===== config.mk =====
export PLATFORM = sky130hd
export DESIGN_NAME = mem_req_ctrl
export DESIGN_NICKNAME = d
export VERILOG_FILES = /design/src/rtl/mem_req_pkg.sv /design/src/rtl/mem_req_stats.sv /design/src/rtl/mem_req_ctrl.sv
export SDC_FILE = /design/constraint.sdc
export NUM_CORES = 1
export LEC_CHECK = 0
export ABC_AREA = 1
export CAP_MARGIN = 20
export CORE_AREA = 2 2 52 64
export CTS_BUF_LIST = sky130_fd_sc_hd__clkbuf_16
export CTS_CLUSTER_DIAMETER = 80
export DETAILED_ROUTE_END_ITERATION = 10
export DIE_AREA = 0 0 54 66
export PLACE_DENSITY = 0.74
export SETUP_SLACK_MARGIN = 0.15
export SYNTH_ARGS = -nofsm -noshare
export SYNTH_HDL_FRONTEND = slang
export SYNTH_SLANG_ARGS = --single-unit
export TNS_END_PERCENT = 100

===== constraint.sdc =====
create_clock -name clk -period 0.97 [get_ports clk]
set_input_delay 0.194 -clock clk [delete_from_list [all_inputs] [get_ports clk]]
set_output_delay 0.194 -clock clk [all_outputs]
set_load 0.01 [all_outputs]

===== src/rtl/mem_req_pkg.sv =====
// Shared types and default widths for the memory request sequencer.
package mem_req_pkg;

  localparam int unsigned MemAddrW = 4;
  localparam int unsigned MemDataW = 8;

  typedef enum logic [1:0] {
    StIdle   = 2'd0,
    StIssue  = 2'd1,
    StRdWait = 2'd2,
    StResp   = 2'd3
  } state_e;

  typedef struct packed {
    logic                wr;
    logic [MemAddrW-1:0] addr;
    logic [MemDataW-1:0] data;
  } req_t;

endpackage


===== src/rtl/mem_req_stats.sv =====
// Saturating write/read issue counters for the memory request sequencer.
module mem_req_stats (
  input  logic        clk,
  input  logic        rst,
  input  logic        inc_wr,
  input  logic        inc_rd,
  output logic [15:0] wr_cnt,
  output logic [15:0] rd_cnt
);

  always_ff @(posedge clk) begin
    if (rst) begin
      wr_cnt <= '0;
      rd_cnt <= '0;
    end else begin
      if (inc_wr && (wr_cnt != 16'hFFFF)) wr_cnt <= wr_cnt + 16'd1;
      if (inc_rd && (rd_cnt != 16'hFFFF)) rd_cnt <= rd_cnt + 16'd1;
    end
  end

endmodule


===== src/rtl/mem_req_ctrl.sv =====
// Request sequencer in front of a single-port memory; all outputs registered.
// Optional issue counters (wr_cnt/rd_cnt) when MEM_REQ_CTRL_STATS_EN is defined.
module mem_req_ctrl
  import mem_req_pkg::*;
#(
  parameter int unsigned ADDR_W = MemAddrW,
  parameter int unsigned DATA_W = MemDataW,
  parameter int unsigned RD_LAT = 1
) (
  input  logic              clk,
  input  logic              rst,
  input  logic              req_valid,
  output logic              req_ready,
  input  logic              req_wr,
  input  logic [ADDR_W-1:0] req_addr,
  input  logic [DATA_W-1:0] req_wdata,
  output logic              resp_valid,
  input  logic              resp_ready,
  output logic [DATA_W-1:0] resp_rdata,
  output logic              mem_r_w,
  output logic [ADDR_W-1:0] mem_addr,
  output logic [DATA_W-1:0] mem_wdata,
  input  logic [DATA_W-1:0] mem_rdata
`ifdef MEM_REQ_CTRL_STATS_EN
  ,
  output logic [15:0]       wr_cnt,
  output logic [15:0]       rd_cnt
`endif
);

  localparam int unsigned CntW = (RD_LAT > 1) ? $clog2(RD_LAT) : 1;
  localparam logic [CntW-1:0] LastCnt = CntW'(RD_LAT - 1);

  state_e          state_q;
  logic            wr_q;
  logic [CntW-1:0] lat_cnt_q;

  // mem pins are loaded at acceptance so the request is on the bus during ISSUE.
  always_ff @(posedge clk) begin
    if (rst) begin
      state_q    <= StIdle;
      req_ready  <= 1'b0;
      resp_valid <= 1'b0;
      resp_rdata <= '0;
      mem_r_w    <= 1'b0;
      mem_addr   <= '0;
      mem_wdata  <= '0;
      wr_q       <= 1'b0;
      lat_cnt_q  <= '0;
    end else begin
      unique case (state_q)
        StIdle: begin
          req_ready <= 1'b1;
          if (req_valid && req_ready) begin
            req_ready <= 1'b0;
            wr_q      <= req_wr;
            mem_addr  <= req_addr;
            mem_r_w   <= req_wr;
            if (req_wr) mem_wdata <= req_wdata;
            state_q   <= StIssue;
          end
        end
        StIssue: begin
          mem_r_w   <= 1'b0;
          lat_cnt_q <= '0;
          if (wr_q) begin
            req_ready <= 1'b1;
            state_q   <= StIdle;
          end else begin
            state_q <= StRdWait;
          end
        end
        StRdWait: begin
          if (lat_cnt_q == LastCnt) begin
            resp_rdata <= mem_rdata;
            resp_valid <= 1'b1;
            state_q    <= StResp;
          end else begin
            lat_cnt_q <= lat_cnt_q + 1'b1;
          end
        end
        StResp: begin
          if (resp_ready) begin
            resp_valid <= 1'b0;
            req_ready  <= 1'b1;
            state_q    <= StIdle;
          end
        end
        default: state_q <= StIdle;
      endcase
    end
  end

`ifdef MEM_REQ_CTRL_STATS_EN
  logic inc_wr, inc_rd;
  assign inc_wr = (state_q == StIssue) && wr_q;
  assign inc_rd = (state_q == StIssue) && !wr_q;

  mem_req_stats u_stats (
    .clk    (clk),
    .rst    (rst),
    .inc_wr (inc_wr),
    .inc_rd (inc_rd),
    .wr_cnt (wr_cnt),
    .rd_cnt (rd_cnt)
  );
`endif

endmodule

==> results.cfg, run 1 <==
[run_status]
status = finished, violations left
violations = negative setup slack

[pwr]
powerDensity_mw_per_mm2 = 1660
comb_power_share_pct = 32.1
ir_drop_mv = 1.53
leakage_nw = 0.872
internal-power_mw = 2.34
power_frac_clock_pct = 27.7
switching_share_pct = 28.4
switchingPower_uw = 932
pwr-share-seq_pct = 40.2

[synthesis]
ys_types = 16
synth_top_area_share_pct = 50.2
synthCells = 140
yosysWarnings = 0
synth_area_leader_cell = dfxtp_1
syn-cell-area_sq_mm = 0.00104
synth.avg_cell_area_sq_um = 7.40
synth.yosys.seq_area_share_pct = 50.2
synth-seq-cells = 26
synthesis.nets = 165
synth.area.top_cells = dfxtp_1, nor2_1, o21ai_0

[setup_path]
slowest_delay_ns = 0.35
endpoint_kind = primary output
required_ns = 0.78
crit_fanout = 2
worstSetupPathType = flop to primary output
arrival_ns = 0.84
crit_chain = buf_4, buf_6
slowest_stage = dfxtp_4
cp-start-kind = flop

[worst_hold_path]
min_path_type = flop to flop

[floorplan]
die_height_um = 66
io_pins = 48
placementRows = 22
die-area_sq_mm = 0.00356
core_area_sq_mm = 0.00297
start_util_pct = 34.8
fp.dieW_um = 54

[finish]
fill_cells = 256
multi_input_area_sq_um = 551
seq_area_sq_um = 559
antenna_cells = 0
syn2layout_area_growth_pct = 90.7
layout-drive-gt1-share_pct = 49.3
fin_cells = 243
layout.nets = 233

[route]
vias_per_cell = 4.60
drc = 0
wl_per_cell_um = 11.7
dr.pass1.iters = 4
vias = 1118
final_antenna_net_count = 0
drt_iter0_markers = 23
routed_wl_mm = 2.84

[clock_tree]
htreeDepth = 1
cts_buffers = 3
clk_latency_ns = 0.26
cts_sinks = 26
clkTransAtPathRegs_ns = 0.06
cts_tree = yes
cts_root_buffer = clkbuf_16
clock_path_buffers = 2

[grt]
track_usage_pct = 16.9
grt_overflow = 0
grt_max_degree = 15
grt_pass1_vias = 1084
grt_pass1_wl_mm = 4.37
antenna_found_initial = 0

[sta]
hold_viol = 0
period_needed_ns = 1.03
skew_ns = 0.00279
fmax_mhz = 971
setup_viol = 23
rsz0062_at_grt = yes
setup_slack_ns = -0.0603
slew_headroom_pct = 76.9
drv_slew = 0
max_slew.worst_pin.slew_ns = 0.347
fin_crit_sh_pct = 106

[flow_run]
drv_cap = 0

[placed_design]
dp_hpwl_mm = 1.89
pre_cts_ws_ns = -0.421
gp_congestion = 0.699
dp.cells = 229
portBuffers = 47
## critical path: cells and delay by family, from the launching register on
family	cells	cell delay, ns
buffers and inverters	2	0.24
flip-flops	1	0.35
## sequential cells by signal, summed over array words and instances, names as in the netlist, named ones only
| name | flops |
|---|---|
| mem_addr | 4 |
| mem_r_w | 1 |
| mem_wdata | 8 |
| req_ready | 1 |
| resp_rdata | 8 |
| resp_valid | 1 |
| state_q | 1 |
| wr_q | 1 |
## synthesized netlist by cell type
cell type / count
nand2_1: 16
nor2_2: 2
buf_2: 1
inv_1: 16
clkbuf_1: 1
inv_2: 1
nor2_1: 42
nor2_4: 2
buf_6: 1
nand4_1: 1
o21ai_0: 13
dfxtp_1: 26
nand3b_1: 1
a21oi_1: 5
nand2_8: 1
nand3_1: 11
## layout make-up
type | instances | area share, %
clock buffers | 3 | 3.80
clock inverters | 1 | 0.190
inverters | 17 | 3.99
multi-input cells | 95 | 27.9
flip-flops and latches | 26 | 28.3
well taps | 36 | 2.28
repair buffers | 65 | 33.6
## worst paths after layout
path | from | endpoint | slack (ns) | cells past startpoint
worst max register to register | state_q[0] | resp_rdata[0] | -0.05 | 5
worst max-delay path | req_ready | req_ready | -0.06 | 2
worst min register to register | wr_q | wr_q | 0.46 | 2
worst min-delay path | wr_q | wr_q | 0.46 | 2
## logic make-up after synthesis
family | after synthesis | synth area share, %
AOI/OAI and AO/OA | 18 | 8.70
and+or+nand+nor | 76 | 33.0
buffers and inverters | 20 | 8.09
DFF | 26 | 50.2
## per-layer routing
layer,wire (um),GRT usage [%],up-vias
met5,0,0,-
met4,42,10.3,0
met3,172,3.85,4
met2,1550,31.6,38
met1,1070,15.6,506
li1,-,-,570
## power by group through the flow
stage          Sequential (mW)  Combinational [mW]  Clock [mW]
2_1_floorplan             1.34               0.330           0
3_3_place_gp              1.28               0.792           0
3_5_place_dp              1.29               0.812           0
4_1_cts                   1.31               0.928       0.937
5_1_grt                   1.33                1.15       0.988
6_report                  1.32                1.05       0.908
## repair_timing
action,CTS,global route
setup endpoints to repair,49,49
buffers inserted,3,6
resized for setup,159,24
cloned,1,0
pin swaps,17,11
hold buffers,0,0
## placed cells by master (no fill, tap or decap)
cell type	count
nor2_2	4
o21ai_1	1
nor2_1	37
nand3_1	9
nand2_1	13
nand2_2	2
inv_6	1
inv_4	1
inv_8	1
buf_12	1
dfxtp_2	22
dfxtp_4	3
dlygate4sd2_1	2
dfxtp_1	1
clkdlybuf4s50_1	22
inv_2	3
nand3b_1	1
nand3_2	1
a21oi_2	2
nand2_8	2
nand4_1	1
nand3_4	1
buf_4	12
buf_6	28
a21oi_1	3
clkinv_1	1
o21ai_2	9
o21ai_0	3
inv_1	11
nor2_4	6
clkbuf_16	3
## metrics by stage
| stage | hold slack [ns] | instance area, sq um | utilization [%] | setup TNS (ns) | power [mW] |
|---|---|---|---|---|---|
| 3_5_place_dp | 0.454 | 1640 | 55.1 | -8.83 | 2.10 |
| 4_1_cts | 0.465 | 1860 | 62.5 | -0.0759 | 3.17 |
| 2_1_floorplan | 0.253 | 1060 | - | 0 | 1.67 |
| 3_3_place_gp | 0.451 | 1640 | 55.1 | -7.78 | 2.08 |
| 5_1_grt | 0.492 | 1980 | 66.5 | -2.00 | 3.46 |
| 6_report | 0.462 | 1980 | 66.5 | -0.473 | 3.28 |
Power figures use the tool's default switching activity.
==> run 2: changes to the inputs <==
GPL_TIMING_DRIVEN = 0   (was unset)
==> results.cfg, run 2 (synthesis results as in run 1) <==
[run_status]
status = finished, violations left
violations = negative setup slack

[route]
final_antenna_net_count = 0
drt_iter0_markers = 17
vias = 1091
drc = 0
wl_per_cell_um = 11.5
routed_wl_mm = 2.73
dr.pass1.iters = 4
vias_per_cell = 4.58

[grt]
grtUsageMet1_pct = 17.0
grt_max_degree = 15
track_usage_pct = 15.9
grtUsageMet3_pct = 2.49
antenna_found_initial = 0
grt_use_met2_pct = 30.0
top_usage_layer = met2
grt_pass1_wl_mm = 4.23
grt_pass1_vias = 1039
grt_overflow = 0

[setup_path]
cp-start-kind = flop
slowest_delay_ns = 0.36
endpoint_kind = flop
slowest_stage = dfxtp_4
arrival_ns = 1.19
worstSetupPathType = flop to flop
crit_chain = nor2_4, buf_8, nand2_8, o21ai_1, nor2_1
crit_family = flip-flops
crit_buf_inv = 1
required_ns = 1.12
crit_fanout = 10

[sta]
skew_ns = 0.00276
max_slew.worst_pin.slew_ns = 0.349
slew_headroom_pct = 76.8
rsz0062_at_grt = yes
period_needed_ns = 1.04
fmax_mhz = 961
hold_viol = 0
setup_viol = 16
fin_tns_setup_ns = -0.237
drv_slew = 0
setup_slack_ns = -0.0709
fin_crit_sh_pct = 107

[flow_run]
drv_cap = 0

[clock_tree]
clkTransAtPathRegs_ns = 0.06
htreeDepth = 1
cts_sinks = 26
cts_buffers = 3
clk_latency_ns = 0.26
cts_root_buffer = clkbuf_16
clock_path_buffers = 2
cts_tree = yes

[worst_hold_path]
min_path_type = primary input to flop

[pwr]
design_power_total_mw = 3.17
switching_share_pct = 28.1
powerDensity_mw_per_mm2 = 1690
comb_power_share_pct = 30.0
switchingPower_uw = 890
ir_drop_mv = 1.28
pwr-share-seq_pct = 41.5
power_frac_clock_pct = 28.6
leakage_nw = 0.836
internal-power_mw = 2.28

[floorplan]
die_height_um = 66
io_pins = 48
start_util_pct = 34.8
placementRows = 22
core_area_sq_mm = 0.00297
fp.dieW_um = 54
die-area_sq_mm = 0.00356

[finish]
multi_input_area_sq_um = 513
layout.nets = 228
layout_common_cells = nor2_1, buf_6, dfxtp_2, clkdlybuf4s50_1, nand2_1
biggestRegsByFlops = mem_wdata: 8 flops, resp_rdata: 8 flops, mem_addr: 4 flops
seq_area_sq_um = 559
fill_cells = 275
final_cell_area_sq_mm = 0.00187
syn2layout_area_growth_pct = 80.9
final_common_cell = nor2_1
layout-drive-gt1-share_pct = 43.6
antenna_cells = 0

[placed_design]
portBuffers = 47
gp_congestion = 0.670
placedInstanceArea_sq_mm = 0.00158
dp_hpwl_mm = 1.80
pre_cts_ws_ns = -0.530
[run 2: worst paths after layout]
kind / from / to / slack [ns] / cells after the start
setup / recovery: flop / mem_addr[2] / -0.07 / 5
hold / removal: rst / mem_r_w / 0.19 / 2
setup reg to reg: flop / mem_addr[2] / -0.07 / 5
hold reg to reg: wr_q / wr_q / 0.48 / 2
[run 2: cell type report]
class	instances	share of cell area, %
Timing Repair Buffer	57	30.9
Sequential cell	26	29.8
Multi-Input combinational cell	95	27.4
Clock buffer	3	4.01
Inverter	17	3.81
Tap cell	36	2.40
Buffer	3	1.47
Clock inverter	1	0.200
[run 2: what timing repair did]
action	in CTS	in global routing
setup buffers	6	4
hold buffers	0	0
hold endpoints to repair	0	0
endpoints found under the setup margin	48	49
cloned	1	0
pin swaps	8	11
gates resized for setup	150	20
[run 2: through the flow]
step	std cells	utilization (%)	hold slack, ns
finish	238	63.0	0.193
global placement	223	53.1	0.450
floorplan	140	-	0.253
detailed placement	223	53.1	0.457
global route	238	63.0	0.207
CTS	234	60.5	0.321
[run 2: worst register-to-register path, stage by stage (launching register included)]
cell and delay, ns:
dfxtp_4 0.36, nor2_4 0.12, buf_8 0.15, nand2_8 0.08, o21ai_1 0.16, nor2_1 0.06
[run 2: layer usage]
metal,wire (um),share of wire [%]
met3,168,6.2
met1,1090,40
met2,1460,54
met4,10,0.37
met5,0,0
[run 2: power by group through the flow]
stage / registers, mW / logic (mW) / clock network [mW]
after floorplan: 1.34 / 0.330 / 0
after global placement: 1.30 / 0.732 / 0
after detailed placement: 1.30 / 0.746 / 0
after CTS: 1.31 / 0.872 / 0.921
after global routing: 1.33 / 1.04 / 0.971
final: 1.32 / 0.951 / 0.906
==> run 3: changes to the inputs <==
CTS_CLUSTER_SIZE = 24   (was unset)
==> results of run 3 <==
No change in the layout: final DEF, timing and power equal those of run 2.
